--- src/rtl/regfile_mp.sv ---
// regfile_mp: parametrised multi-port integer register file.
//
// Holds NREGS registers of DATA_W bits. NWR write ports commit on the rising
// edge of clk_i, and NRD read ports return data combinationally. With
// BYPASS=1, a read sees same-cycle write data. A per-register busy scoreboard
// tracks writebacks that are still in flight. With ZERO_REG=1, register 0
// always reads as zero, ignores writes and is never busy.
//
// Ports
//   clk_i       rising-edge clock
//   rst_ni      asynchronous active-low reset; clears storage and scoreboard
//   wen_i       per-port write enable                  [NWR]
//   waddr_i     write addresses, port k at [k*AW +: AW]
//   wdata_i     write data, port k at [k*DATA_W +: DATA_W]
//   raddr_i     read addresses, port j at [j*AW +: AW]
//   rdata_o     read data, port j at [j*DATA_W +: DATA_W]
//   rbusy_o     read port j addresses a register with a pending write
//   set_busy_i  mark register set_addr_i as pending
//   set_addr_i  register to mark pending
//   busy_o      registered scoreboard vector           [NREGS]
//   dbg_o       stored (non-bypassed) value of register DBG_IDX
module regfile_mp #(
  parameter int DATA_W   = 32,
  parameter int NREGS    = 32,
  parameter int NRD      = 2,
  parameter int NWR      = 1,
  parameter int ZERO_REG = 1,
  parameter int BYPASS   = 1,
  parameter int DBG_IDX  = 10,
  localparam int AW      = $clog2(NREGS)
) (
  input  logic                  clk_i,
  input  logic                  rst_ni,
  input  logic [NWR-1:0]        wen_i,
  input  logic [NWR*AW-1:0]     waddr_i,
  input  logic [NWR*DATA_W-1:0] wdata_i,
  input  logic [NRD*AW-1:0]     raddr_i,
  output logic [NRD*DATA_W-1:0] rdata_o,
  output logic [NRD-1:0]        rbusy_o,
  input  logic                  set_busy_i,
  input  logic [AW-1:0]         set_addr_i,
  output logic [NREGS-1:0]      busy_o,
  output logic [DATA_W-1:0]     dbg_o
);

  logic [DATA_W-1:0] mem     [NREGS];
  logic [NREGS-1:0]  busy_q;
  logic [NREGS-1:0]  busy_d;

  // Per-register view of this cycle's writes, after port priority and
  // zero-register masking. Storage, bypass and scoreboard all share it, so
  // the three always agree on which port won.
  logic [NREGS-1:0]  wr_hit;
  logic [DATA_W-1:0] wr_data [NREGS];

  for (genvar r = 0; r < NREGS; r++) begin : g_reg
    localparam bit IS_ZERO = (ZERO_REG != 0) && (r == 0);

    // Ports are scanned in ascending order, so the highest-index enabled
    // port that matches leaves the final value.
    always_comb begin
      // NOTE: combinational blocks use blocking '=' and assign every output
      // a default first; otherwise a latch is inferred on the untaken path.
      wr_hit[r]  = 1'b0;
      wr_data[r] = '0;
      for (int k = 0; k < NWR; k++) begin
        if (wen_i[k] && (waddr_i[k*AW +: AW] == AW'(r))) begin
          wr_hit[r]  = 1'b1;
          wr_data[r] = wdata_i[k*DATA_W +: DATA_W];
        end
      end
      if (IS_ZERO) begin
        wr_hit[r] = 1'b0;
      end
    end

    // A retiring write clears the busy bit, and a new producer sets it.
    // When both happen in the same cycle, the set wins, because the younger
    // producer is still outstanding.
    assign busy_d[r] = (busy_q[r] & ~wr_hit[r])
                     | (set_busy_i && (set_addr_i == AW'(r)) && !IS_ZERO);

    // NOTE: the storage array is reset explicitly. Reads right after reset
    // must return zero, so every register is a resettable flop and not an
    // uninitialised RAM. Sequential state uses non-blocking '<='.
    always_ff @(posedge clk_i or negedge rst_ni) begin
      if (!rst_ni) begin
        mem[r] <= '0;
      end else if (wr_hit[r]) begin
        mem[r] <= wr_data[r];
      end
    end
  end

  always_ff @(posedge clk_i or negedge rst_ni) begin
    if (!rst_ni) begin
      busy_q <= '0;
    end else begin
      busy_q <= busy_d;
    end
  end

  for (genvar j = 0; j < NRD; j++) begin : g_rd
    logic [AW-1:0]     ra;
    logic              zero_hit;
    logic              byp_hit;
    logic [DATA_W-1:0] rd;

    assign ra       = raddr_i[j*AW +: AW];
    assign zero_hit = (ZERO_REG != 0) && (ra == '0);
    assign byp_hit  = (BYPASS != 0) && wr_hit[ra];

    always_comb begin
      rd = mem[ra];
      if (byp_hit) begin
        rd = wr_data[ra];
      end
      if (zero_hit) begin
        rd = '0;
      end
    end

    assign rdata_o[j*DATA_W +: DATA_W] = rd;
    // A write landing this cycle satisfies the pending producer as seen by
    // the reader, so the busy flag is masked whenever the data is bypassed.
    assign rbusy_o[j] = busy_q[ra] & ~byp_hit & ~zero_hit;
  end

  assign busy_o = busy_q;
  assign dbg_o  = mem[DBG_IDX];

endmodule

--- config.mk ---
export PLATFORM = sky130hd
export DESIGN_NAME = regfile_mp
export DESIGN_NICKNAME = d
export VERILOG_FILES = /design/src/rtl/regfile_mp.sv
export SDC_FILE = /design/constraint.sdc
export NUM_CORES = 2
export LEC_CHECK = 0
export ABC_AREA = 0
export BUFFER_PORTS_ARGS = -buffer_cell sky130_fd_sc_hd__buf_2
export CAP_MARGIN = 20
export CORE_ASPECT_RATIO = 1.5
export CORE_MARGIN = 1
export CORE_UTILIZATION = 45
export DETAILED_ROUTE_END_ITERATION = 8
export GPL_TIMING_DRIVEN = 0
export SYNTH_ARGS = -nofsm -noshare
export SYNTH_HDL_FRONTEND = slang
export SYNTH_SLANG_ARGS = --single-unit
--- constraint.sdc ---
create_clock -name clk_i -period 2.1 [get_ports clk_i]
set_input_delay 0.21 -clock clk_i [delete_from_list [all_inputs] [get_ports clk_i]]
set_output_delay 0.21 -clock clk_i [all_outputs]
set_load 0.02 [all_outputs]
==> impl_metrics.yaml <==
timing:
  max_slew_margin_pct: 19.7
  period_minus_slack_ps: 3280
  worstMarginPinSlew_ps: 1200
  slew_violations: 0
  fin_ws_ps: -1180
  fmax_ghz: 0.305
  setup_viol: 187
  clock_skew_ps: 0
  fin_setup_tns_ps: -52550
  holdWs_ps: -667
  hold_viol_final: 217
  timing.final.crit_share_pct: 156
  rsz0062_at_grt: "true"
floorplanning:
  die_area_um2: 127000
  core_area_um2: 124000
  core.rowCount: 158
  die_y_um: 436
  initial_core_util_pct: 45.5
  ios: 186
  dieWidth_um: 291
route:
  wl_per_cell_um: 47.1
  drt_pass1_iterations: 5
  drc: 0
  antenna_left: 0
  vias: 43200
  first_iter_violations: 5375
  vias_per_cell: 7.18
  drt_wl_total_um: 283000
global_route:
  grt_max_degree: 166
  grt_usage_pct: 44.8
  overflow: 0
  antenna_found_initial: 15
  grt_pass1_vias: 43000
  grt_pass1_wl_um: 379000
min_path:
  hold_class: "input pin to asynchronous set/reset pin"
cells_and_area:
  postLayoutCellArea_um2: 68600
  fin_nets: 4375
  fillers: 10200
  fin_cells: 6021
  drive_gt1_share_pct: 59.7
  area_delta_synth_final_pct: 21.5
clock_network:
  cts_made_buffers: 107
  clk_latency_ps: 780
  cts-root-to-sink-buffers: 3
  cts_tree: "built"
  cts.clk_slew.worst_paths_ps: 60
  htreeDepth: 3
  clkSinkCount: 1023
  clock_tree.root_cell: "clkbuf_16"
power:
  power_mw: 64.1
  p_int_mw: 44.1
  ir_drop_mv: 0.681
  p_leak_nw: 29.5
  swShare_pct: 31.2
  clockPowerShare_pct: 30.8
  comb_power_share_pct: 27.7
  powerDensity_nw_per_um2: 935
  p_sw_mw: 20.0
  seqPwrFrac_pct: 41.5
flow_run:
  max_cap_violations: 0
synthesis:
  ys_ff_latch: 1023
  synth_area_um2: 56500
  async_flop_share_pct: 100
  synth_flop_cell: "dfrtp_1"
  yosysSeqAreaShare_pct: 45.3
  synth_cells: 3814
  synth.distinct_cells: 68
  avgSynthCellArea_um2: 14.8
  syn_nets: 3870
  yosysWarningCount: 0
  synth-edff-count: 0
critical_path:
  arrival_ps: 3070
  critPathKind: "register to output port"
  startpoint: "mem[147]"
  startpoint_type: "register"
  ff2ff_path_depth: 3
  path_max_fanout: 2
  cp.required_ps: 1890
  end_kind: "output port"
  r2r_start: "dbg_o[8]"
placement:
  place_ws_ps: -1970
  port_buffers: 173
  dp_hpwl_um: 193000
  gp_congestion: 1.05
  dp_cells: 5653
  dpl-instance-area_um2: 61100
outcome:
  status: "finished with violations"
  failed_checks: "hold timing, setup timing"
==> path summary, 6_finish.rpt <==
| kind | to | slack (ps) |
|---|---|---|
| max | rdata_o[19] | -1180 |
| min in group clk_i | mem[880] | 10 |
| min reg2reg | mem[874] | 510 |
| max reg2reg | dbg_o[8] | 1040 |
| max in group asynchronous | mem[85] | 510 |
| min | mem[37] | -670 |
==> synth_stat cells (33+ instances only) <==
library cell  count  area [um^2]
a22o_1           46          403
buf_2           147          736
buf_4            63          473
clkbuf_1        203          762
dfrtp_1        1023        25600
mux2_2         1046        11800
mux2i_1         106         1060
mux4_2          532        12000
nand2_1         116          435
nor2_1           56          210
nor2b_1          33          206
o21ai_0          97          485
o22ai_1          34          213
==> critical path, stage by stage (launching register included) <==
cell and delay (ps):
dfrtp_1 410, mux4_2 490, mux4_2 520, nor2b_4 160, a211oi_4 430, a31oi_4 130, buf_6 170
==> kinds of logic after synthesis <==
family	share of synthesized area, %
AO/OA/AOI/OAI	3.91
XOR/XNOR	0.171
buffers and inverters	3.90
flip-flops	45.3
AND/OR/NAND/NOR	2.63
multiplexers	44.1
other	0.00664
==> stage by stage <==
step | utilization [%] | hold WS (ps)
final | 55.3 | -667
after global routing | 55.3 | -614
after floorplan | - | -85.6
after global placement | 48.1 | 479
after detailed placement | 49.2 | 170
after CTS | 54.5 | -617
==> registers in the layout (all words and copies together) (netlist names) <==
name,flops
busy_o,31
mem,960
dbg_o,32
==> cell type report <==
type | instances | area, um^2 | share of cell area, %
multi-input cells | 2332 | 29900 | 43.5
flip-flops and latches | 1023 | 25600 | 37.3
repair buffers | 400 | 4050 | 5.90
plain buffers | 440 | 3490 | 5.09
clock buffers | 167 | 3170 | 4.61
well taps | 1600 | 2000 | 2.92
clock inverters | 31 | 325 | 0.474
inverters | 15 | 60.1 | 0.0875
diodes | 13 | 32.5 | 0.0474
==> per-layer routing <==
layer	vias up	wire length, um	track usage, %
met5	-	80	0
met4	12	31300	39.6
met2	3222	124000	65.9
met3	1127	30300	13.8
met1	23100	98100	53.1
li1	15700	-	-
==> timing repair <==
| action | 4_1_cts | 5_1_grt |
|---|---|---|
| hold buffers | 37 | 5 |
| resized for setup | 577 | 136 |
| endpoints found under the setup margin | 717 | 316 |
| buffers inserted | 80 | 40 |
| cloned | 1 | 0 |
| endpoints found under the hold margin | 339 | 163 |
| pin swaps | 76 | 57 |
==> cell usage in the layout, fill, tap and decap left out, types with 34 or more instances in the layout <==
cell / synthesis / routed
clkbuf_4: 0 / 42
buf_2: 147 / 154
nand2_1: 116 / 105
o21ai_2: 1 / 38
mux4_2: 532 / 532
buf_4: 63 / 163
buf_8: 0 / 70
mux2i_1: 106 / 75
clkbuf_8: 0 / 35
o21ai_0: 97 / 51
clkbuf_1: 203 / 169
buf_12: 0 / 34
dfrtp_1: 1023 / 1009
clkbuf_16: 0 / 112
dlygate4sd3_1: 0 / 37
buf_6: 8 / 130
mux2_2: 1046 / 1041
a22o_1: 46 / 46
==> power by group through the flow <==
| stage | clock [mW] | combinational (mW) | sequential [mW] |
|---|---|---|---|
| 2_1_floorplan | 0 | 10.6 | 25.9 |
| 3_3_place_gp | 0 | 15.2 | 26.6 |
| 3_5_place_dp | 0 | 15.6 | 26.9 |
| 4_1_cts | 19.7 | 17.0 | 26.4 |
| 5_1_grt | 20.5 | 18.3 | 27.0 |
| 6_report | 19.8 | 17.8 | 26.6 |
(Power assumes the default switching activity.)
